### src/rtl/uart_tx_sched_pkg.sv
// Shared definitions for the UART transmit scheduler and its byte FIFO.
// Holds the UART clock/baud constants, the drain FSM state encoding and the
// arbiter grant encoding.
package uart_tx_sched_pkg;

  localparam int unsigned CLK_HZ   = 32'd50_000_000;
  localparam int unsigned BAUD     = 32'd115_200;
  localparam int unsigned BAUD_DIV = CLK_HZ / BAUD;

  // Drain FSM states: idle, order pulse cycle, waiting for transmitter idle.
  typedef enum logic [1:0] {
    D_IDLE  = 2'd0,
    D_ORDER = 2'd1,
    D_WAIT  = 2'd2
  } drain_state_e;

  // Port that won the most recent acceptance.
  typedef enum logic {
    CORE = 1'b0,
    DBG  = 1'b1
  } grant_e;

endpackage

### src/rtl/uart_tx_sched_if.sv
// Handshake bundle between the requesters, the scheduler and the UART
// transmitter.
//   core_valid/core_data/core_size/core_ready : core word request (1-4 bytes)
//   dbg_valid/dbg_data/dbg_ready              : debug byte request
//   tx_order/tx_data/tx_sendable              : transmitter order handshake
// slave  : the scheduler side (consumes requests, drives the transmitter).
// master : the environment side (requesters plus transmitter).
interface uart_tx_sched_if;
  logic        core_valid;
  logic [31:0] core_data;
  logic [1:0]  core_size;
  logic        core_ready;
  logic        dbg_valid;
  logic [7:0]  dbg_data;
  logic        dbg_ready;
  logic        tx_order;
  logic [7:0]  tx_data;
  logic        tx_sendable;

  modport slave (
    input  core_valid, core_data, core_size,
    input  dbg_valid, dbg_data,
    input  tx_sendable,
    output core_ready, dbg_ready,
    output tx_order, tx_data
  );

  modport master (
    output core_valid, core_data, core_size,
    output dbg_valid, dbg_data,
    output tx_sendable,
    input  core_ready, dbg_ready,
    input  tx_order, tx_data
  );
endinterface

### src/rtl/uart_byte_fifo.sv
// Byte FIFO with registered occupancy count and a first-word-fall-through
// head. Also usable on the receive side.
//   clk, rstn      : clock, synchronous active-low reset
//   push/push_data : write one byte (ignored while full)
//   pop            : drop the head byte (ignored while empty)
//   head           : oldest byte, valid while empty=0
//   full/empty     : decoded from the registered count
//   count          : bytes currently stored (0..DEPTH)
module uart_byte_fifo #(
  parameter int DEPTH  = 16,
  parameter int ADDR_W = 4
) (
  input  logic              clk,
  input  logic              rstn,
  input  logic              push,
  input  logic [7:0]        push_data,
  input  logic              pop,
  output logic [7:0]        head,
  output logic              full,
  output logic              empty,
  output logic [ADDR_W:0]   count
);

  localparam logic [ADDR_W:0] FULL_CNT = (ADDR_W+1)'(DEPTH);

  logic [7:0]        mem_r [DEPTH];
  logic [ADDR_W-1:0] wr_ptr_r;
  logic [ADDR_W-1:0] rd_ptr_r;
  logic [ADDR_W:0]   count_r;
  logic              do_push_s;
  logic              do_pop_s;

  // Full is taken from the registered count, so a pop in the same cycle
  // never frees room for a push.
  assign full      = (count_r == FULL_CNT);
  assign empty     = (count_r == {(ADDR_W+1){1'b0}});
  assign do_push_s = push & ~full;
  assign do_pop_s  = pop & ~empty;
  assign head      = mem_r[rd_ptr_r];
  assign count     = count_r;

  // Storage array; contents are meaningless while empty, so no reset.
  always_ff @(posedge clk) begin
    if (do_push_s) begin
      mem_r[wr_ptr_r] <= push_data;
    end
  end

  // Pointers wrap naturally because DEPTH is a power of two.
  always_ff @(posedge clk) begin
    if (!rstn) begin
      wr_ptr_r <= {ADDR_W{1'b0}};
      rd_ptr_r <= {ADDR_W{1'b0}};
    end else begin
      if (do_push_s) begin
        wr_ptr_r <= wr_ptr_r + ADDR_W'(1);
      end
      if (do_pop_s) begin
        rd_ptr_r <= rd_ptr_r + ADDR_W'(1);
      end
    end
  end

  // Occupancy: +1, -1, or unchanged when push and pop coincide.
  always_ff @(posedge clk) begin
    if (!rstn) begin
      count_r <= {(ADDR_W+1){1'b0}};
    end else begin
      case ({do_push_s, do_pop_s})
        2'b10:   count_r <= count_r + (ADDR_W+1)'(1);
        2'b01:   count_r <= count_r - (ADDR_W+1)'(1);
        default: count_r <= count_r;
      endcase
    end
  end

endmodule

### src/rtl/uart_tx_sched.sv
// Byte scheduler sharing one UART transmitter between the core output port
// (1-4 byte words) and a debug byte port. Accepted bytes are queued in a
// byte FIFO and drained one frame at a time through the transmitter's
// order/data/sendable handshake.
//   clk, rstn  : clock, synchronous active-low reset
//   bus        : request and transmitter handshakes (slave modport)
//   fifo_count : bytes currently queued
//   busy       : serializer active, bytes queued, or a frame being ordered
module uart_tx_sched
  import uart_tx_sched_pkg::*;
#(
  parameter int DEPTH  = 16,
  parameter int ADDR_W = 4
) (
  input  logic             clk,
  input  logic             rstn,
  uart_tx_sched_if.slave   bus,
  output logic [ADDR_W:0]  fifo_count,
  output logic             busy
);

  grant_e       last_grant_r;
  logic         ser_active_r;
  logic [31:0]  shift_r;
  logic [1:0]   rem_r;
  drain_state_e state_r;
  logic         tx_order_r;
  logic [7:0]   tx_data_r;

  logic         full_s;
  logic         empty_s;
  logic [7:0]   head_s;
  logic         ser_idle_s;
  logic         core_acc_s;
  logic         dbg_acc_s;
  logic         push_s;
  logic [7:0]   push_data_s;
  logic         pop_s;

  // Readies depend only on registered state and the other port's valid.
  // When both request, the port that did not win last time gets the slot.
  // Holding both readies low while the serializer runs keeps a core word
  // contiguous in the FIFO.
  assign ser_idle_s     = ~ser_active_r;
  assign bus.core_ready = ser_idle_s & ~full_s & (~bus.dbg_valid  | (last_grant_r == DBG));
  assign bus.dbg_ready  = ser_idle_s & ~full_s & (~bus.core_valid | (last_grant_r == CORE));
  assign core_acc_s     = bus.core_valid & bus.core_ready;
  assign dbg_acc_s      = bus.dbg_valid & bus.dbg_ready;

  // Pop the head the same cycle the order is registered.
  assign pop_s = (state_r == D_IDLE) & ~empty_s & bus.tx_sendable;

  assign bus.tx_order = tx_order_r;
  assign bus.tx_data  = tx_data_r;
  assign busy = ser_active_r | (fifo_count != {(ADDR_W+1){1'b0}}) | (state_r != D_IDLE);

  // FIFO write source: a debug accept and an active serializer are mutually
  // exclusive because debug is only accepted while the serializer is idle.
  always_comb begin
    push_s      = 1'b0;
    push_data_s = 8'd0;
    if (dbg_acc_s) begin
      push_s      = 1'b1;
      push_data_s = bus.dbg_data;
    end else if (ser_active_r && !full_s) begin
      push_s      = 1'b1;
      push_data_s = shift_r[7:0];
    end else begin
      push_s      = 1'b0;
      push_data_s = 8'd0;
    end
  end

  // Grant history and core word serializer; a full FIFO simply stalls it.
  always_ff @(posedge clk) begin
    if (!rstn) begin
      last_grant_r <= DBG;
      ser_active_r <= 1'b0;
      shift_r      <= 32'd0;
      rem_r        <= 2'd0;
    end else begin
      if (core_acc_s) begin
        last_grant_r <= CORE;
        ser_active_r <= 1'b1;
        shift_r      <= bus.core_data;
        rem_r        <= bus.core_size;
      end else if (dbg_acc_s) begin
        last_grant_r <= DBG;
      end else if (ser_active_r && !full_s) begin
        shift_r <= {8'd0, shift_r[31:8]};
        if (rem_r == 2'd0) begin
          ser_active_r <= 1'b0;
        end else begin
          rem_r <= rem_r - 2'd1;
        end
      end
    end
  end

  // Drain FSM: one order pulse per frame, then wait for the transmitter to
  // report idle again before the next order can be considered.
  always_ff @(posedge clk) begin
    if (!rstn) begin
      state_r    <= D_IDLE;
      tx_order_r <= 1'b0;
      tx_data_r  <= 8'd0;
    end else begin
      case (state_r)
        D_IDLE: begin
          if (pop_s) begin
            tx_data_r  <= head_s;
            tx_order_r <= 1'b1;
            state_r    <= D_ORDER;
          end else begin
            tx_order_r <= 1'b0;
          end
        end
        D_ORDER: begin
          tx_order_r <= 1'b0;
          state_r    <= D_WAIT;
        end
        D_WAIT: begin
          tx_order_r <= 1'b0;
          if (bus.tx_sendable) begin
            state_r <= D_IDLE;
          end
        end
        default: begin
          tx_order_r <= 1'b0;
          state_r    <= D_IDLE;
        end
      endcase
    end
  end

  uart_byte_fifo #(
    .DEPTH  (DEPTH),
    .ADDR_W (ADDR_W)
  ) u_fifo (
    .clk       (clk),
    .rstn      (rstn),
    .push      (push_s),
    .push_data (push_data_s),
    .pop       (pop_s),
    .head      (head_s),
    .full      (full_s),
    .empty     (empty_s),
    .count     (fifo_count)
  );

endmodule

### src/flat_wrapper.sv
// flat-port wrapper written by rule: the top's interface ports become plain ports
module uart_tx_sched_flat import uart_tx_sched_pkg::*;
#(
  parameter int DEPTH  = 16,
  parameter int ADDR_W = 4
)
  (clk, rstn, fifo_count, busy, bus_core_valid, bus_core_data, bus_core_size, bus_dbg_valid, bus_dbg_data, bus_tx_sendable, bus_core_ready, bus_dbg_ready, bus_tx_order, bus_tx_data);
  uart_tx_sched_if bus_i ();
  input  logic clk;
  input  logic rstn;
  output logic [ADDR_W:0] fifo_count;
  output logic busy;
  input wire logic [$bits(bus_i.core_valid)-1:0] bus_core_valid;
  input wire logic [$bits(bus_i.core_data)-1:0] bus_core_data;
  input wire logic [$bits(bus_i.core_size)-1:0] bus_core_size;
  input wire logic [$bits(bus_i.dbg_valid)-1:0] bus_dbg_valid;
  input wire logic [$bits(bus_i.dbg_data)-1:0] bus_dbg_data;
  input wire logic [$bits(bus_i.tx_sendable)-1:0] bus_tx_sendable;
  output wire logic [$bits(bus_i.core_ready)-1:0] bus_core_ready;
  output wire logic [$bits(bus_i.dbg_ready)-1:0] bus_dbg_ready;
  output wire logic [$bits(bus_i.tx_order)-1:0] bus_tx_order;
  output wire logic [$bits(bus_i.tx_data)-1:0] bus_tx_data;
  assign bus_i.core_valid = bus_core_valid;
  assign bus_i.core_data = bus_core_data;
  assign bus_i.core_size = bus_core_size;
  assign bus_i.dbg_valid = bus_dbg_valid;
  assign bus_i.dbg_data = bus_dbg_data;
  assign bus_i.tx_sendable = bus_tx_sendable;
  assign bus_core_ready = bus_i.core_ready;
  assign bus_dbg_ready = bus_i.dbg_ready;
  assign bus_tx_order = bus_i.tx_order;
  assign bus_tx_data = bus_i.tx_data;
  uart_tx_sched #(.DEPTH(DEPTH), .ADDR_W(ADDR_W)) u_core (.clk(clk), .rstn(rstn), .bus(bus_i), .fifo_count(fifo_count), .busy(busy));
endmodule
### config.mk
export PLATFORM = sky130hd
export DESIGN_NAME = uart_tx_sched_flat
export DESIGN_NICKNAME = d
export VERILOG_FILES = /design/src/rtl/uart_tx_sched_pkg.sv /design/src/rtl/uart_tx_sched_if.sv /design/src/rtl/uart_byte_fifo.sv /design/src/rtl/uart_tx_sched.sv /design/src/flat_wrapper.sv
export SDC_FILE = /design/constraint.sdc
export NUM_CORES = 1
export LEC_CHECK = 0
export CAP_MARGIN = 20
export CORE_MARGIN = 2
export CORE_UTILIZATION = 45
export CTS_CLUSTER_DIAMETER = 150
export DETAILED_ROUTE_END_ITERATION = 10
export HOLD_SLACK_MARGIN = 0.03
export PLACE_DENSITY = 0.67
export SKIP_LAST_GASP = 1
export SYNTH_ARGS = -nofsm -noshare
export SYNTH_HDL_FRONTEND = slang
export SYNTH_SLANG_ARGS = --single-unit
### constraint.sdc
create_clock -name clk -period 2.69 [get_ports clk]
set_input_delay 0.269 -clock clk [delete_from_list [all_inputs] [get_ports clk]]
set_output_delay 0.269 -clock clk [all_outputs]
set_load 0.005 [all_outputs]
Word-level counts from Yosys, hierarchy flattened
Memories as Yosys holds them, arrays and structs flattened. A register that Yosys moved wholly into a read port is not among the register bits. Index checks and enable logic that the tools add are counted.

Add/subtract/negate cells: 5. Equality and inequality tests: 9. Multiplexer cells: 24. Bitwise logic cells: 19. Reductions and logical operators: 18.

Operator list (number): $mux 32 (3); $mux 8 (2); $mux 2 (6); $mux 1 (11); $pmux 5 s2 (1); $reduce_bool 2->1 (5); $and 1x1->1 (9); $add 4x1->4 const B (2); $reduce_and 2->1 (4); $not 1->1 (6); $pmux 2 s3 (1); $reduce_and 3->1 (2); $add 5x1->5 const B (1); $eq 5x5->1 const B (1); $logic_not 5->1 (1); $reduce_bool 5->1 (1); $sub 5x1->5 const B (1); $eq 2x1->1 const B (2); $eq 2x2->1 const B (2); $logic_not 2->1 (2); $ne 2x1->1 const B (2); $ne 2x2->1 const B (2); $or 1x1->1 (4); $logic_not 1->1 (2); 2 further kinds (2).

Register bits after elaboration: 52. Memory bits (writable): 128. Input bits: 47. Word-level logic and storage cells: 85. Memories: 1.

Memory list: u_core.u_fifo.mem_r (depth 16, width 8, read ports 1, clocked after Yosys merged registers in 1, write ports 1, line uart_byte_fifo.sv:26) `logic [7:0] mem_r [DEPTH];`.

Logic depth before layout (Yosys ltp)
Gate-level depths: netlist of the first run.

Depth in word-level cells: 9. Depth in mapped cells: 12. Depth with buffers taken out: 10.

Cells and area by module
A second synthesis of the first run with hierarchy kept.

Cells, all modules: 565. Area, all modules: 8060.2 um2.

Modules (own cells, without submodules): uart_byte_fifo (instances 1, cells each 326, area each 5823.1 um2); uart_tx_sched (instances 1, cells each 239, area each 2237.1 um2).

Worst setup path after synthesis of the first run
No wires, ideal clock.

Kind: reg-to-reg. Start: reg u_core.u_fifo.count_r[1], in the netlist u_core.u_fifo.count[1]. End: reg u_core.u_fifo.count_r[4], in the netlist u_core.u_fifo.count[4]. Arrival time: 2.928 ns. Data required time: 2.618 ns. Path slack: -0.310 ns. Stages on the path, launching flop included: 13. Cell sequence: dfxtp_1 > buf_6 > nor4_1 > a21boi_0 > clkbuf_1 > ha_1 > clkbuf_1 > xor2_1 > ha_1 > o21a_1 > o21a_1 > o32ai_1 > mux2i_1.

Elaborated cells between the ends (all ways): 21. Those cells by class: 2 x add/sub; 3 x eq/ne; 3 x mux; 9 x bitwise; 4 x reduce/logical.

RTL lines: from (decl) (line uart_byte_fifo.sv:29) `logic [ADDR_W:0] count_r;`; from (signal assigned) (line uart_byte_fifo.sv:67) `count_r <= {(ADDR_W+1){1'b0}};`; from (signal assigned) (line uart_byte_fifo.sv:70) `2'b10: count_r <= count_r + (ADDR_W+1)'(1);`; from (signal assigned) (line uart_byte_fifo.sv:71) `2'b01: count_r <= count_r - (ADDR_W+1)'(1);`; $logic_not 5->1 (*) (line uart_byte_fifo.sv:36) `assign empty = (count_r == {(ADDR_W+1){1'b0}});`; $not 1->1 (*) (line uart_byte_fifo.sv:38, uart_tx_sched.sv:51); $and 1x1->1 (2 in series) (line uart_tx_sched.sv:51) `assign pop_s = (state_r == D_IDLE) & ~empty_s & bus.tx_sendable;`; $and 1x1->1 (*) (line uart_byte_fifo.sv:38) `assign do_pop_s = pop & ~empty;`; named net u_core.u_fifo.do_pop_s (line uart_byte_fifo.sv:31) `logic do_pop_s;`; $eq 2x1->1 or $eq 2x2->1 (tied branches) (line uart_byte_fifo.sv:69) `case ({do_push_s, do_pop_s})`; $pmux 5 s2 or $reduce_bool 2->1 (tied branches).

Mark *: on every way through the listed nets, which the timed path passes. The rest lies on a longest branch. A chain may end at the register's enable or synchronous reset.

Worst setup path after layout of the first run
Start: reg u_core.u_fifo.count_r[2], in the netlist u_core.u_fifo.count[2]. End: reg u_core.u_fifo.count_r[4], in the netlist u_core.u_fifo.count[4].

Word-level cells in the longest chain between the ends: 9. Elaborated cells between the ends (all ways): 21. Those cells by class: 2 x add/sub; 3 x eq/ne; 3 x mux; 9 x bitwise; 4 x reduce/logical.

Ends and longest elaborated chain: $eq 5x5->1 (line uart_byte_fifo.sv:35) `assign full = (count_r == FULL_CNT);`; $not 1->1 (line uart_byte_fifo.sv:37, uart_tx_sched.sv:46); $and 1x1->1 (2 in series) (line uart_tx_sched.sv:46) `assign bus.dbg_ready = ser_idle_s & ~full_s & (~bus.core_valid | (last_grant_r == CORE));`; $and 1x1->1 (line uart_tx_sched.sv:48) `assign dbg_acc_s = bus.dbg_valid & bus.dbg_ready;`; $mux 1 (line uart_tx_sched.sv:62) `if (dbg_acc_s) begin`; $and 1x1->1 (line uart_byte_fifo.sv:37) `assign do_push_s = push & ~full;`; $eq 2x1->1 or $eq 2x2->1 (tied branches) (line uart_byte_fifo.sv:69); $pmux 5 s2 or $reduce_bool 2->1 (tied branches).

Parallel ways exist; a longest one is shown, timed or not.

==> impl_summary.log, run 1 <==
INFO  metric mappedNetlistArea = 7740 um^2
INFO  metric asyncSetResetFlopFracSynth = 0%
INFO  metric area_growth_syn_to_layout = 21.4%
INFO  metric crit_buf_inv = 2
INFO  metric slew_headroom = a little under three fifths
INFO  metric num_vias = 5,043
INFO  metric grt_usage = between 15 and 20%
INFO  metric cts_tree = yes
INFO  metric final_nets = approximately 740
INFO  metric gp_routability_congestion = 0.783
INFO  metric io_pins = 64
INFO  metric postRouteWirelength = approximately 16 mm
INFO  metric fillers = about 1,400
INFO  metric period_needed = roughly 2.4 ns
INFO  metric antenna_found_initial = 0
INFO  metric synth_top_flop_cell = sky130_fd_sc_hd__edfxtp_1
INFO  metric cts_max_path_buffers = 2
INFO  metric power-per-cell-area = roughly 890 nW/um^2
INFO  metric critical_path.cell_chain = nor4_4 -> a2bb2oi_1 -> inv_1 -> ha_1 -> buf_4 -> ha_1 -> a31oi_1 -> o32ai_1 -> mux2i_1
INFO  metric met2WireLength = 7.98 mm
INFO  metric final_cells = roughly 920
INFO  metric multi_input_area = approximately 2500 um^2
INFO  metric core.rowCount = 47
INFO  metric run_status = complete, no violations
INFO  metric final_design_area_no_fill = 9390 um^2
INFO  metric timing.final.crit_share = 90.2%
INFO  metric inserted_clock_buffers = 17
INFO  metric crit_required = 3.05 ns
INFO  metric yosys.cell_types.count = between 40 and 50
INFO  metric p_leak = 3.14 nW
INFO  metric clkLatencyLatePin = approximately 0.43 ns
INFO  metric clock_sinks = about 190
INFO  metric start_kind = flop
INFO  metric worst_path_most_repeated_cell = sky130_fd_sc_hd__ha_1
INFO  metric finalSetupTns = 0 ns
INFO  metric grt_first_pass_wirelength = ~25 mm
INFO  metric cts.clk_slew.worst_paths = 0.07 ns
INFO  metric post-cts-setup-buffers = 0
INFO  metric first_pass_iters = 5
INFO  metric crit_path_max_incr_delay = 0.55 ns
INFO  metric synth_area_leaders = sky130_fd_sc_hd__edfxtp_1, sky130_fd_sc_hd__dfxtp_1, sky130_fd_sc_hd__mux2i_1
INFO  metric setup.worst_path.class = reg -> reg
INFO  metric timing.hold.worst.class = in -> reg
INFO  metric drc = 0
INFO  metric critical_path.max_fanout = 10
INFO  metric ys_seq_elements = 188
INFO  metric dp_cells = slightly below 900
INFO  metric cp_data_arrival_time = between 2 and 3 ns
INFO  metric hold_viol_final = 0
INFO  metric clock-skew-final = 0.0148 ns
INFO  metric syn_inst = around 610
INFO  metric grt_remaining_overflow = 0
INFO  metric floorplan.die.width = approximately 140 um
INFO  metric highest_layer_used_for_signal_routing = met4
INFO  metric cap_viol_max_count = 0
INFO  metric first_global_vias = just under 5,000
INFO  metric ctsHtreeMaxLevel = 4
INFO  metric met3WireLength = between 700 and 800 um
INFO  metric post_drt_via_cell_ratio = 5.49
INFO  metric synth_seq_area_share = about two thirds
INFO  metric fp.coreArea = approximately 17,000 um^2
INFO  metric whs = between 0.3 and 0.4 ns
INFO  metric layout-drive-gt1-share = ~14%
INFO  metric setup_viol = 0
INFO  metric cts_repair_resize_count = 0
INFO  metric wl_per_cell = about 17 um
INFO  metric m1WireLength = about 7.0 mm
INFO  metric hpwl = approximately 11 mm
INFO  metric drt.antenna.violating_nets = 0
INFO  metric yosysWarnings = 0
INFO  metric worst_ir_drop_on_vdd = approximately 0.52 mV
INFO  metric timing.critical_path.max_delay_family = compound AO/OA/AOI/OAI gates
INFO  metric clock-root-buffer = sky130_fd_sc_hd__clkbuf_16
INFO  metric placement.cell_area = between 8000 and 9000 um^2
INFO  metric antenna_cells_inserted = 0
INFO  metric yosysTopAreaCellShare = about half
INFO  metric portBuffers = 63
INFO  metric initial_utilization = roughly 46%
INFO  metric cell_type_contributing_the_most_total_cell_area_after_synthesis = sky130_fd_sc_hd__edfxtp_1
INFO  metric drt_first_iter_violations = between 300 and 400
INFO  metric critical_path.slowest_cell = sky130_fd_sc_hd__dfxtp_1
INFO  metric die_y = between 100 and 150 um
INFO  metric slew_viol_final = 0
INFO  metric synthesized_netlist_net_count = roughly 660
INFO  metric grt_start_max_net_pins = 61
INFO  metric postSynthAreaPerCell = approximately 13 um^2
INFO  metric grt_setup_unrepaired = false
INFO  metric layout.area.seq = roughly 5000 um^2
INFO  metric cts_hold_repair.buffers = 0
INFO  metric cp-end-kind = flop
INFO  metric synth-edff-count = between 100 and 150
INFO  metric fmaxAchievable = 412 MHz
INFO  metric timing_worst_slew_pin_value = between 0.6 and 0.7 ns
INFO  metric dieArea = 18,300 um^2
## cells by family (layout without fill, tap and decap cells)
| family | Yosys count | in the layout | share of synthesized area [%] |
|---|---|---|---|
| AOI/OAI and AO/OA | 149 | 149 | 11.8 |
| xor gates and xnor gates | 10 | 10 | 1.13 |
| adders and majority gates | 10 | 10 | 1.62 |
| buffers and inverters | 54 | 148 | 3.02 |
| muxes | 56 | 56 | 9.19 |
| DFF | 188 | 188 | 65.2 |
| and+or+nand+nor | 138 | 138 | 8.05 |
## worst reg2reg max path: stages (launching register included)
cell and delay (ns):
sky130_fd_sc_hd__dfxtp_1 0.55, sky130_fd_sc_hd__nor4_4 0.10, sky130_fd_sc_hd__a2bb2oi_1 0.24, sky130_fd_sc_hd__inv_1 0.09, sky130_fd_sc_hd__ha_1 0.24, sky130_fd_sc_hd__buf_4 0.15, sky130_fd_sc_hd__ha_1 0.33, sky130_fd_sc_hd__a31oi_1 0.09
sky130_fd_sc_hd__o32ai_1 0.33, sky130_fd_sc_hd__mux2i_1 0.23
## layout by cell type, fill, tap and decap left out, types with 7 or more instances in the layout
cell and n:
sky130_fd_sc_hd__buf_4 43, sky130_fd_sc_hd__o22ai_1 20, sky130_fd_sc_hd__nand2_1 67, sky130_fd_sc_hd__ha_1 10, sky130_fd_sc_hd__a21oi_1 23, sky130_fd_sc_hd__nand3_1 14, sky130_fd_sc_hd__inv_1 8, sky130_fd_sc_hd__clkbuf_16 17
sky130_fd_sc_hd__nor2_1 27, sky130_fd_sc_hd__xor2_1 7, sky130_fd_sc_hd__o21ai_0 40, sky130_fd_sc_hd__a22o_1 8, sky130_fd_sc_hd__edfxtp_1 128, sky130_fd_sc_hd__mux4_2 12, sky130_fd_sc_hd__a31oi_1 35, sky130_fd_sc_hd__mux2i_1 44
sky130_fd_sc_hd__clkdlybuf4s50_1 63, sky130_fd_sc_hd__dfxtp_1 59
## routing by layer
layer / vias up / GRT usage (%)
li1: 2432 / -
met1: 2473 / 23.7
met2: 125 / 30.6
met3: 13 / 5.14
met4: 0 / 4.57
met5: - / 0
## state kept, by name, indices dropped and copies added, names as in the netlist, 2 cells and up
signal	cells
u_core.rem_r	2
u_core.u_fifo.wr_ptr_r	4
u_core.state_r	2
u_core.u_fifo.mem_r	128
u_core.shift_r	32
u_core.bus.tx_data	8
u_core.u_fifo.count	5
u_core.u_fifo.rd_ptr_r	4
## report_power, final
part | leakage [nW] | switching, mW | total, mW | internal, mW
clock | 0.281 | 1.11 | 2.42 | 1.31
sequential | 1.68 | 0.249 | 3.73 | 3.49
combinational | 1.18 | 1.14 | 2.16 | 1.02
## synthesized netlist by cell type, types with 4 or more instances
library cell	number
sky130_fd_sc_hd__edfxtp_1	128
sky130_fd_sc_hd__nand2_1	67
sky130_fd_sc_hd__dfxtp_1	60
sky130_fd_sc_hd__mux2i_1	44
sky130_fd_sc_hd__o21ai_0	40
sky130_fd_sc_hd__a31oi_1	35
sky130_fd_sc_hd__nor2_1	27
sky130_fd_sc_hd__clkbuf_1	25
sky130_fd_sc_hd__a21oi_1	24
sky130_fd_sc_hd__o22ai_1	20
sky130_fd_sc_hd__nand3_1	14
sky130_fd_sc_hd__buf_2	13
sky130_fd_sc_hd__mux4_2	12
sky130_fd_sc_hd__ha_1	10
sky130_fd_sc_hd__a22o_1	8
sky130_fd_sc_hd__inv_1	8
sky130_fd_sc_hd__xor2_1	7
sky130_fd_sc_hd__buf_1	5
sky130_fd_sc_hd__nand2b_1	5
sky130_fd_sc_hd__nor3_1	5
sky130_fd_sc_hd__a21boi_0	4
## cell type report
cell class | count | share of cell area [%]
clock inverter | 15 | 1.60
sequential | 188 | 53.7
inverter | 9 | 0.360
multi-input combinational | 363 | 26.5
clock buffer | 17 | 4.53
tap | 220 | 2.93
timing repair buffer | 107 | 10.4
## worst paths after layout
path,start,to,slack (ns),cells after the start
max,u_core.u_fifo.count[2],u_core.u_fifo.count[4],0.26,9
min,bus_core_data[24],u_core.shift_r[24],0.39,3
max reg2reg,u_core.u_fifo.count[2],u_core.u_fifo.count[4],0.26,9
min reg2reg,u_core.shift_r[7],u_core.shift_r[7],0.47,2
## through the flow
step           setup WS [ns]  utilization (%)  total power [mW]
2_1_floorplan         0.0577                -              5.12
3_3_place_gp         0.00488             52.8              5.89
3_5_place_dp          -0.109             52.8              5.96
4_1_cts                0.240             56.2              8.38
5_1_grt                0.117             56.2              8.75
6_report               0.263             56.2              8.32
(Power assumes the default switching activity.)
==> inputs of run 2 (changes only) <==
--- a/config.mk
+++ b/config.mk
@@ -11,7 +11,6 @@
 export CTS_CLUSTER_DIAMETER = 150
 export DETAILED_ROUTE_END_ITERATION = 10
 export HOLD_SLACK_MARGIN = 0.03
-export PLACE_DENSITY = 0.67
 export SKIP_LAST_GASP = 1
 export SYNTH_ARGS = -nofsm -noshare
 export SYNTH_HDL_FRONTEND = slang
==> constraint.sdc (replaced) <==
create_clock -name clk -period 2.5 [get_ports clk]
set_input_delay 0.25 -clock clk [delete_from_list [all_inputs] [get_ports clk]]
set_output_delay 0.25 -clock clk [all_outputs]
set_load 0.005 [all_outputs]
==> impl_summary.log, run 2 (synthesis gave the netlist of run 1 again) <==
INFO  metric drt.antenna.violating_nets = 0
INFO  metric die_y = 135 um
INFO  metric post_drt_via_cell_ratio = around 5.6
INFO  metric power-per-cell-area = 974 nW/um^2
INFO  metric antenna_found_initial = 0
INFO  metric slew_viol_final = 0
INFO  metric first_global_vias = 4,901
INFO  metric mostFrequentLayoutCell = sky130_fd_sc_hd__edfxtp_1
INFO  metric rrSetupSlack = slightly above 0.2 ns
INFO  metric holdPathStages = 3
INFO  metric initial_utilization = a little under half
INFO  metric dieArea = roughly 18,000 um^2
INFO  metric worst_r2r_endpoint = u_core.u_fifo.count[3]
INFO  metric final_cell_mix = sky130_fd_sc_hd__edfxtp_1, sky130_fd_sc_hd__nand2_1, sky130_fd_sc_hd__clkdlybuf4s50_1
INFO  metric floorplan.die.width = between 100 and 150 um
INFO  metric postRouteWirelength = about 17 mm
INFO  metric cp-end-kind = output pin
INFO  metric largest_register_ff_count = between 100 and 150
INFO  metric final_nets = approximately 740
INFO  metric cts_repair_resize_count = 0
INFO  metric setup_viol = 0
INFO  metric timing.hold.worst.class = in -> reg
INFO  metric fmaxAchievable = between 400 and 500 MHz
INFO  metric clock_sinks = approximately 190
INFO  metric wl_per_cell = between 15 and 20 um
INFO  metric run_status = complete, no violations
INFO  metric fp.coreArea = 16,700 um^2
INFO  metric critical_path.max_fanout = 4
INFO  metric critical_path.reg2reg.startpoint = u_core.u_fifo.count[2]
INFO  metric cts.clk_slew.worst_paths = 0.07 ns
INFO  metric hold_viol_final = 0
INFO  metric worst_ir_drop_on_vdd = 0.600 mV
INFO  metric clkLatencyLatePin = around 0.43 ns
INFO  metric gp_routability_congestion = about 0.76
INFO  metric timing_worst_slew_pin_value = 0.733 ns
INFO  metric inserted_clock_buffers = 17
INFO  metric drc = 0
INFO  metric hold_path_startpoint = bus_core_data[24]
INFO  metric grt_usage = slightly below 20%
INFO  metric ctsHtreeMaxLevel = 4
INFO  metric hpwl = about 11 mm
INFO  metric p_leak = 3.14 nW
INFO  metric start_kind = flop
INFO  metric worstRegToRegCells = 9
INFO  metric cp_data_arrival_time = ~2.0 ns
INFO  metric grt_setup_unrepaired = false
INFO  metric clock-root-buffer = sky130_fd_sc_hd__clkbuf_16
INFO  metric cts_tree = yes
INFO  metric post-cts-setup-buffers = 0
INFO  metric period_needed = 2.29 ns
INFO  metric grt_first_pass_wirelength = roughly 26 mm
INFO  metric final_core_utilization = between 50% and 60%
INFO  metric setup.worst_path.class = reg -> out
INFO  metric slew_headroom = between 50% and 60%
INFO  metric crit_required = around 2.3 ns
INFO  metric drt_first_iter_violations = 282
INFO  metric hold_end = u_core.shift_r[24]
INFO  metric first_pass_iters = 5
INFO  metric io_pins = 64
INFO  metric area_growth_syn_to_layout = 22.2%
INFO  metric cts_hold_repair.buffers = 0
INFO  metric clock-skew-final = between 0.007 and 0.008 ns
INFO  metric layout-drive-gt1-share = 14.6%
INFO  metric grt_start_max_net_pins = 61
INFO  metric cap_viol_max_count = 0
INFO  metric whs = 0.364 ns
INFO  metric largest_register = u_core.u_fifo.mem_r
INFO  metric portBuffers = 63
INFO  metric cts_max_path_buffers = 2
INFO  metric grt_remaining_overflow = 0
INFO  metric num_vias = 5,127
INFO  metric core.rowCount = between 40 and 50
INFO  metric timing.final.crit_share = between 90% and 100%
-- run 2: worst max path at each step --
stage	start	to	slack [ns]	cells past startpoint
2_1_floorplan	u_core.u_fifo.count[2]	u_core.u_fifo.count[4]	0.01	12
3_3_place_gp	bus_dbg_valid	u_core.u_fifo.count[4]	-0.04	12
3_5_place_dp	bus_dbg_valid	u_core.u_fifo.count[4]	-0.14	12
4_1_cts	u_core.u_fifo.count[0]	bus_dbg_ready	0.16	5
5_1_grt	u_core.u_fifo.count[0]	u_core.u_fifo.count[3]	0.03	9
6_report	u_core.u_fifo.count[2]	bus_dbg_ready	0.21	5
-- run 2: power breakdown --
part / internal [mW] / switching [mW] / total [mW] / leakage [nW]
Clock: 1.57 / 1.14 / 2.71 / 0.283
Combinational: 1.16 / 1.36 / 2.52 / 1.18
Sequential: 3.75 / 0.213 / 3.97 / 1.68
-- run 2: layer usage --
metal	track usage, %	vias to the layer above	wire length, um
met3	4.47	27	784
met2	30.0	134	7940
li1	-	2437	-
met1	26.1	2529	7610
met4	8.16	0	359
met5	0	-	0
-- run 2: metrics by stage --
| step | TNS, ns | std cells | cell area [um^2] | power, mW | worst slack, ns |
|---|---|---|---|---|---|
| detailed placement | -0.293 | 887 | 8850 | 6.57 | -0.141 |
| finish | 0 | 920 | 9450 | 9.20 | 0.207 |
| floorplan | 0 | 605 | 7800 | 5.58 | 0.0144 |
| CTS | 0 | 919 | 9450 | 9.27 | 0.158 |
| global route | 0 | 919 | 9450 | 9.70 | 0.0323 |
| global placement | -0.0616 | 887 | 8850 | 6.50 | -0.0448 |
-- run 2: area by class of cell --
class                           instances  area, um^2
Antenna cell                            1        2.50
Inverter                                9        33.8
Clock buffer                           17         425
Fill cell                            1389        7250
Tap cell                              220         275
Timing Repair Buffer                  107         986
Clock inverter                         15         174
Sequential cell                       188        5050
Multi-Input combinational cell        363        2510
-- run 2: critical path: stages (launching register included) --
cell and delay [ns]:
sky130_fd_sc_hd__dfxtp_1 0.37, sky130_fd_sc_hd__nor4_4 0.37, sky130_fd_sc_hd__buf_4 0.20, sky130_fd_sc_hd__a21oi_1 0.07
sky130_fd_sc_hd__a21boi_0 0.14, sky130_fd_sc_hd__clkdlybuf4s50_1 0.46
==> inputs of run 3 (changes only) <==
--- a/config.mk
+++ b/config.mk
@@ -7,10 +7,11 @@
 export LEC_CHECK = 0
 export CAP_MARGIN = 20
 export CORE_MARGIN = 2
-export CORE_UTILIZATION = 45
+export CORE_UTILIZATION = 52
 export CTS_CLUSTER_DIAMETER = 150
 export DETAILED_ROUTE_END_ITERATION = 10
 export HOLD_SLACK_MARGIN = 0.03
+export PLACE_DENSITY = 0.73
 export SKIP_LAST_GASP = 1
 export SYNTH_ARGS = -nofsm -noshare
 export SYNTH_HDL_FRONTEND = slang
==> impl_summary.log, run 3 (synthesis gave the netlist of run 1 again) <==
INFO  metric run_status = complete, no violations
INFO  metric cts_max_path_buffers = 2
INFO  metric mostFrequentLayoutCell = sky130_fd_sc_hd__edfxtp_1
INFO  metric fp.coreArea = about 15,000 um^2
INFO  metric fillers = 1,085
INFO  metric grt_usage = roughly a fifth
INFO  metric final_nets = around 740
INFO  metric crit_buf_inv = 2
INFO  metric core.rowCount = 44
INFO  metric postRouteWirelength = 16.0 mm
INFO  metric worst_ir_drop_on_vdd = around 0.73 mV
INFO  metric final_core_utilization = 64.4%
INFO  metric antenna_found_initial = 0
INFO  metric grt_start_max_net_pins = 61
INFO  metric cp_data_arrival_time = roughly 2.1 ns
INFO  metric grt_remaining_overflow = 0
INFO  metric layout-drive-gt1-share = between 10% and 20%
INFO  metric drt.antenna.violating_nets = 0
INFO  metric portBuffers = 63
INFO  metric post-cts-setup-buffers = 0
INFO  metric first_global_vias = 5,027
INFO  metric setup_viol = 0
INFO  metric grt_first_pass_wirelength = 25.6 mm
INFO  metric p_leak = approximately 3.1 nW
INFO  metric hold_viol_final = 0
INFO  metric timing_worst_slew_pin_value = a little over 0.7 ns
INFO  metric ctsHtreeMaxLevel = 4
INFO  metric initial_utilization = between 50% and 60%
INFO  metric design_power_total = between 9 and 10 mW
INFO  metric dieArea = between 15,000 and 20,000 um^2
INFO  metric slew_headroom = approximately 52%
INFO  metric cts_hold_repair.buffers = 0
INFO  metric largest_register = u_core.u_fifo.mem_r
INFO  metric crit_required = roughly 2.3 ns
INFO  metric crit_path_max_incr_delay = between 0.5 and 0.6 ns
INFO  metric power-per-cell-area = between 900 and 1000 nW/um^2
INFO  metric cap_viol_max_count = 0
INFO  metric antenna_cells_inserted = 0
INFO  metric cts_repair_resize_count = 0
INFO  metric drt_first_iter_violations = between 400 and 500
INFO  metric drc = 0
INFO  metric cts_tree = yes
INFO  metric inserted_clock_buffers = 17
INFO  metric num_vias = just over 5,000
INFO  metric cp-end-kind = output pin
INFO  metric floorplan.die.width = between 100 and 150 um
INFO  metric period_needed = 2.33 ns
INFO  metric critical_path.slowest_cell = sky130_fd_sc_hd__clkdlybuf4s50_1
INFO  metric clkLatencyLatePin = between 0.4 and 0.5 ns
INFO  metric clock-root-buffer = sky130_fd_sc_hd__clkbuf_16
INFO  metric timing.final.crit_share = 93.3%
INFO  metric gp_routability_congestion = roughly 0.77
INFO  metric timing.critical_path.max_delay_family = buffers and inverters
INFO  metric finalSetupTns = 0 ns
INFO  metric die_y = ~130 um
INFO  metric slew_viol_final = 0
INFO  metric start_kind = flop
INFO  metric clock-skew-final = 0.00994 ns
INFO  metric post_drt_via_cell_ratio = 5.81
INFO  metric hpwl = about 11 mm
INFO  metric wl_per_cell = ~18 um
INFO  metric critical_path.max_fanout = 6
INFO  metric io_pins = 64
INFO  metric cts.clk_slew.worst_paths = approximately 0.07 ns
INFO  metric area_growth_syn_to_layout = 21.0%
INFO  metric fmaxAchievable = 429 MHz
INFO  metric first_pass_iters = 5
INFO  metric final_cell_mix = sky130_fd_sc_hd__edfxtp_1, sky130_fd_sc_hd__nand2_1, sky130_fd_sc_hd__clkdlybuf4s50_1
INFO  metric critical_path.cell_chain = nor4_4 -> buf_4 -> a21oi_1 -> a21boi_0 -> clkdlybuf4s50_1
INFO  metric timing.hold.worst.class = in -> reg
INFO  metric clock_sinks = between 150 and 200
INFO  metric largest_register_ff_count = 128
INFO  metric grt_setup_unrepaired = false
INFO  metric setup.worst_path.class = reg -> out
## run 3: path summary, 6_finish.rpt
path / endpoint / start / cells after the start / slack, ns
max: bus_dbg_ready / u_core.u_fifo.count[0] / 5 / 0.17
min: u_core.shift_r[31] / bus_core_data[31] / 3 / 0.36
max reg2reg: u_core.u_fifo.count[3] / u_core.u_fifo.count[0] / 9 / 0.23
min reg2reg: u_core.shift_r[24] / u_core.shift_r[24] / 2 / 0.47
## run 3: through the flow
stage / std cells / setup WS (ns) / cell area, um^2 / hold slack, ns
2_1_floorplan: 605 / 0.0144 / 7800 / 0.386
3_3_place_gp: 847 / -0.0362 / 8780 / 0.457
3_5_place_dp: 847 / -0.0888 / 8780 / 0.459
4_1_cts: 879 / 0.121 / 9360 / 0.351
5_1_grt: 879 / 0.0134 / 9360 / 0.370
6_report: 879 / 0.167 / 9360 / 0.365
## run 3: layout make-up
cell class | count | area (um^2) | share of cell area, %
Clock inverter | 12 | 96.3 | 1.03
Tap cell | 184 | 230 | 2.46
Timing Repair Buffer | 103 | 956 | 10.2
Sequential cell | 188 | 5050 | 53.9
Clock buffer | 20 | 489 | 5.23
Inverter | 9 | 33.8 | 0.361
Multi-Input combinational cell | 363 | 2510 | 26.8
## run 3: worst reg2reg max path, cell delays in order, from the launching register on
cell and delay (ns):
sky130_fd_sc_hd__dfxtp_1 0.40, sky130_fd_sc_hd__nor4_4 0.38, sky130_fd_sc_hd__a2bb2oi_2 0.11, sky130_fd_sc_hd__inv_1 0.08, sky130_fd_sc_hd__ha_2 0.19, sky130_fd_sc_hd__buf_4 0.13, sky130_fd_sc_hd__or3b_2 0.43, sky130_fd_sc_hd__a21boi_0 0.23
sky130_fd_sc_hd__o211ai_1 0.12, sky130_fd_sc_hd__o311ai_0 0.09
## run 3: report_power, final
group	internal (mW)	switching, mW
sequential	3.75	0.257
combinational	1.14	1.29
clock	1.47	1.14
total	6.37	2.68
## run 3: metal layers
layer  vias up  GRT usage [%]  wire length, um
met4         0           6.27              274
li1       2435              -                -
met1      2500           27.4             7060
met3        24           5.14              750
met5         -              0                0
met2       151           34.1             7920
==> RTL change (flow settings as in run 3) <==
`ADDR_W` is set to 4 in 3 places; all go to 3.
--- a/src/rtl/uart_byte_fifo.sv
+++ b/src/rtl/uart_byte_fifo.sv
@@ -10,3 +10,3 @@
   parameter int DEPTH  = 16,
-  parameter int ADDR_W = 4
+  parameter int ADDR_W = 3
 ) (
--- a/src/rtl/uart_tx_sched.sv
+++ b/src/rtl/uart_tx_sched.sv
@@ -12,3 +12,3 @@
   parameter int DEPTH  = 16,
-  parameter int ADDR_W = 4
+  parameter int ADDR_W = 3
 ) (
--- a/src/flat_wrapper.sv
+++ b/src/flat_wrapper.sv
@@ -4,3 +4,3 @@
   parameter int DEPTH  = 16,
-  parameter int ADDR_W = 4
+  parameter int ADDR_W = 3
 )
Interface: changed (resized fifo_count); port bits go from 64 to 63. The function was not compared with the original's and may differ.
==> RTL change against run 3 <==
- wire length is 31% lower
- hold slack worse by 0.085 ns
- first-iteration DRC count is 47% lower
- count of clock-buffer cells in the layout is 3 lower
- sequential cell count is 67 lower
- setup slack worse by 0.049 ns
- area after synthesis is 35% lower
- largest power group is now clock
- final area is 30% lower
- power is 50% lower
- highest routed layer unchanged
==> RTL change: results (changes against run 3) <==
Run status
  – Status: finished, final reports clean

Timing
  – Slew Limit Headroom: 61.0% (+8.9 points)
  – Period utilisation layout: 95.3% (+2.0 points)

Global routing
  – Number of global-route vias before repair: 3525 (-30%)
  – Largest net degree at the start of global routing: 37 (-39%)
  – First-pass GRT wire length: 17.6 mm (-31%)
  – Tot GR Track Use: 22.8% (+2.1 points)

Clock network
  – Clk root buf: clkbuf_8
  – Worst skew pair latency: 0.51 ns (+0.08 ns)

Place
  – Placed Area: 5970 µm² (-32%)
  – Number of port buffers: 62 (-1.6%)
  – Gpl congestion: 0.775 (+0.51%)
  – Place WS: 0.0803 ns (+0.169 ns)
  – Placed Cells: 586 (-31%)

Setup path
  – Worst r2r dst: u_core.u_fifo.count[2]
  – R2R Setup Slk: 0.16 ns (-0.07 ns)
  – Worst Setup EP: bus_core_ready
  – CP Max Fanout: 12 (+6)
  – Critical Path AT: 2.13 ns (+0.05 ns)

Logic synthesis
  – Register area share after synthesis: 60.6% (-4.6 points)
  – Top post-synthesis cells by count: 64 x edfxtp_1, 57 x dfxtp_1, 38 x a21oi_1, 29 x mux2i_1, 27 x nor2_1
  – Synth Instances: 390 (-36%)
  – Syn_nets: 443 (-33%)
  – Top post-synthesis cells by area: edfxtp_1 38%, dfxtp_1 23%, mux4_2 7.1%, mux2i_1 5.7%, a211oi_1 3.9%
  – Synth cell types: 45 (-6.3%)

Final layout
  – Final nets: 529 (-28%)
  – Clk cell area share: 8.84% (+2.6 points)
  – Share of cells above drive strength 1: 17.6% (+3.3 points)
  – Inverters, non-clock: 5 (-4)
  – Seq area share: 46.7% (-7.2 points)
  – Max reg flops: 64 (-50%)
  – Clock buffers: 17 (-15%)
  – Area growth syn-to-layout: 29.6%
  – Non-clk buf share: 13.2% (+3.0 points)
  – Non-CTS buffers: 93 (-9.7%)
  – Seq cells: 121 (-36%)
  – Fillers: 666 (-39%)
  – Final std cells w/o fill: 618 (-30%)
  – Multi-input gate share of the layout cell area: 28.4% (+1.6 points)

Routing
  – Routed len/inst: 18.0 µm (-1.3%)
  – Drt via density: 5.71 (-1.8%)

Worst hold path
  – Hold Startpoint: bus_core_data[29]
  – Hold Path End: u_core.shift_r[29]

Floorplan
  – Die ar.: 10500 µm² (-34%)

Pwr
  – Pleak: 2.00 nW (-36%)
[RTL change: kinds of logic after synthesis]
family          count (synthesis)  synth area share, %
mux                            45                 12.9
compound gates                111                 13.7
buf+inv                        31                 2.80
xor+xnor                        7                 1.21
simple gates                   69                 7.42
fa+ha+maj                       6                 1.48
flops                         121                 60.6
[RTL change: power breakdown]
part	switching, mW	leakage, nW	internal (mW)
clock	0.923	0.277	1.44
combinational	0.0426	0.823	0.0757
sequential	0.000000000000000120	0.899	2.07
[RTL change: per-layer routing]
layer / GRT usage (%) / part of all wire [%] / up-vias
met5: 0 / 0 / -
met4: 5.44 / 0.52 / 0
met3: 8.20 / 5.2 / 6
met2: 39.5 / 52 / 97
met1: 27.2 / 42 / 1743
li1: - / - / 1681
[RTL change: critical path, stage by stage (launching register included)]
cell	delay, ns
dfxtp_1	0.31
buf_4	0.15
nor4_4	0.41
buf_6	0.22
nor3_1	0.06
clkdlybuf4s50_1	0.48
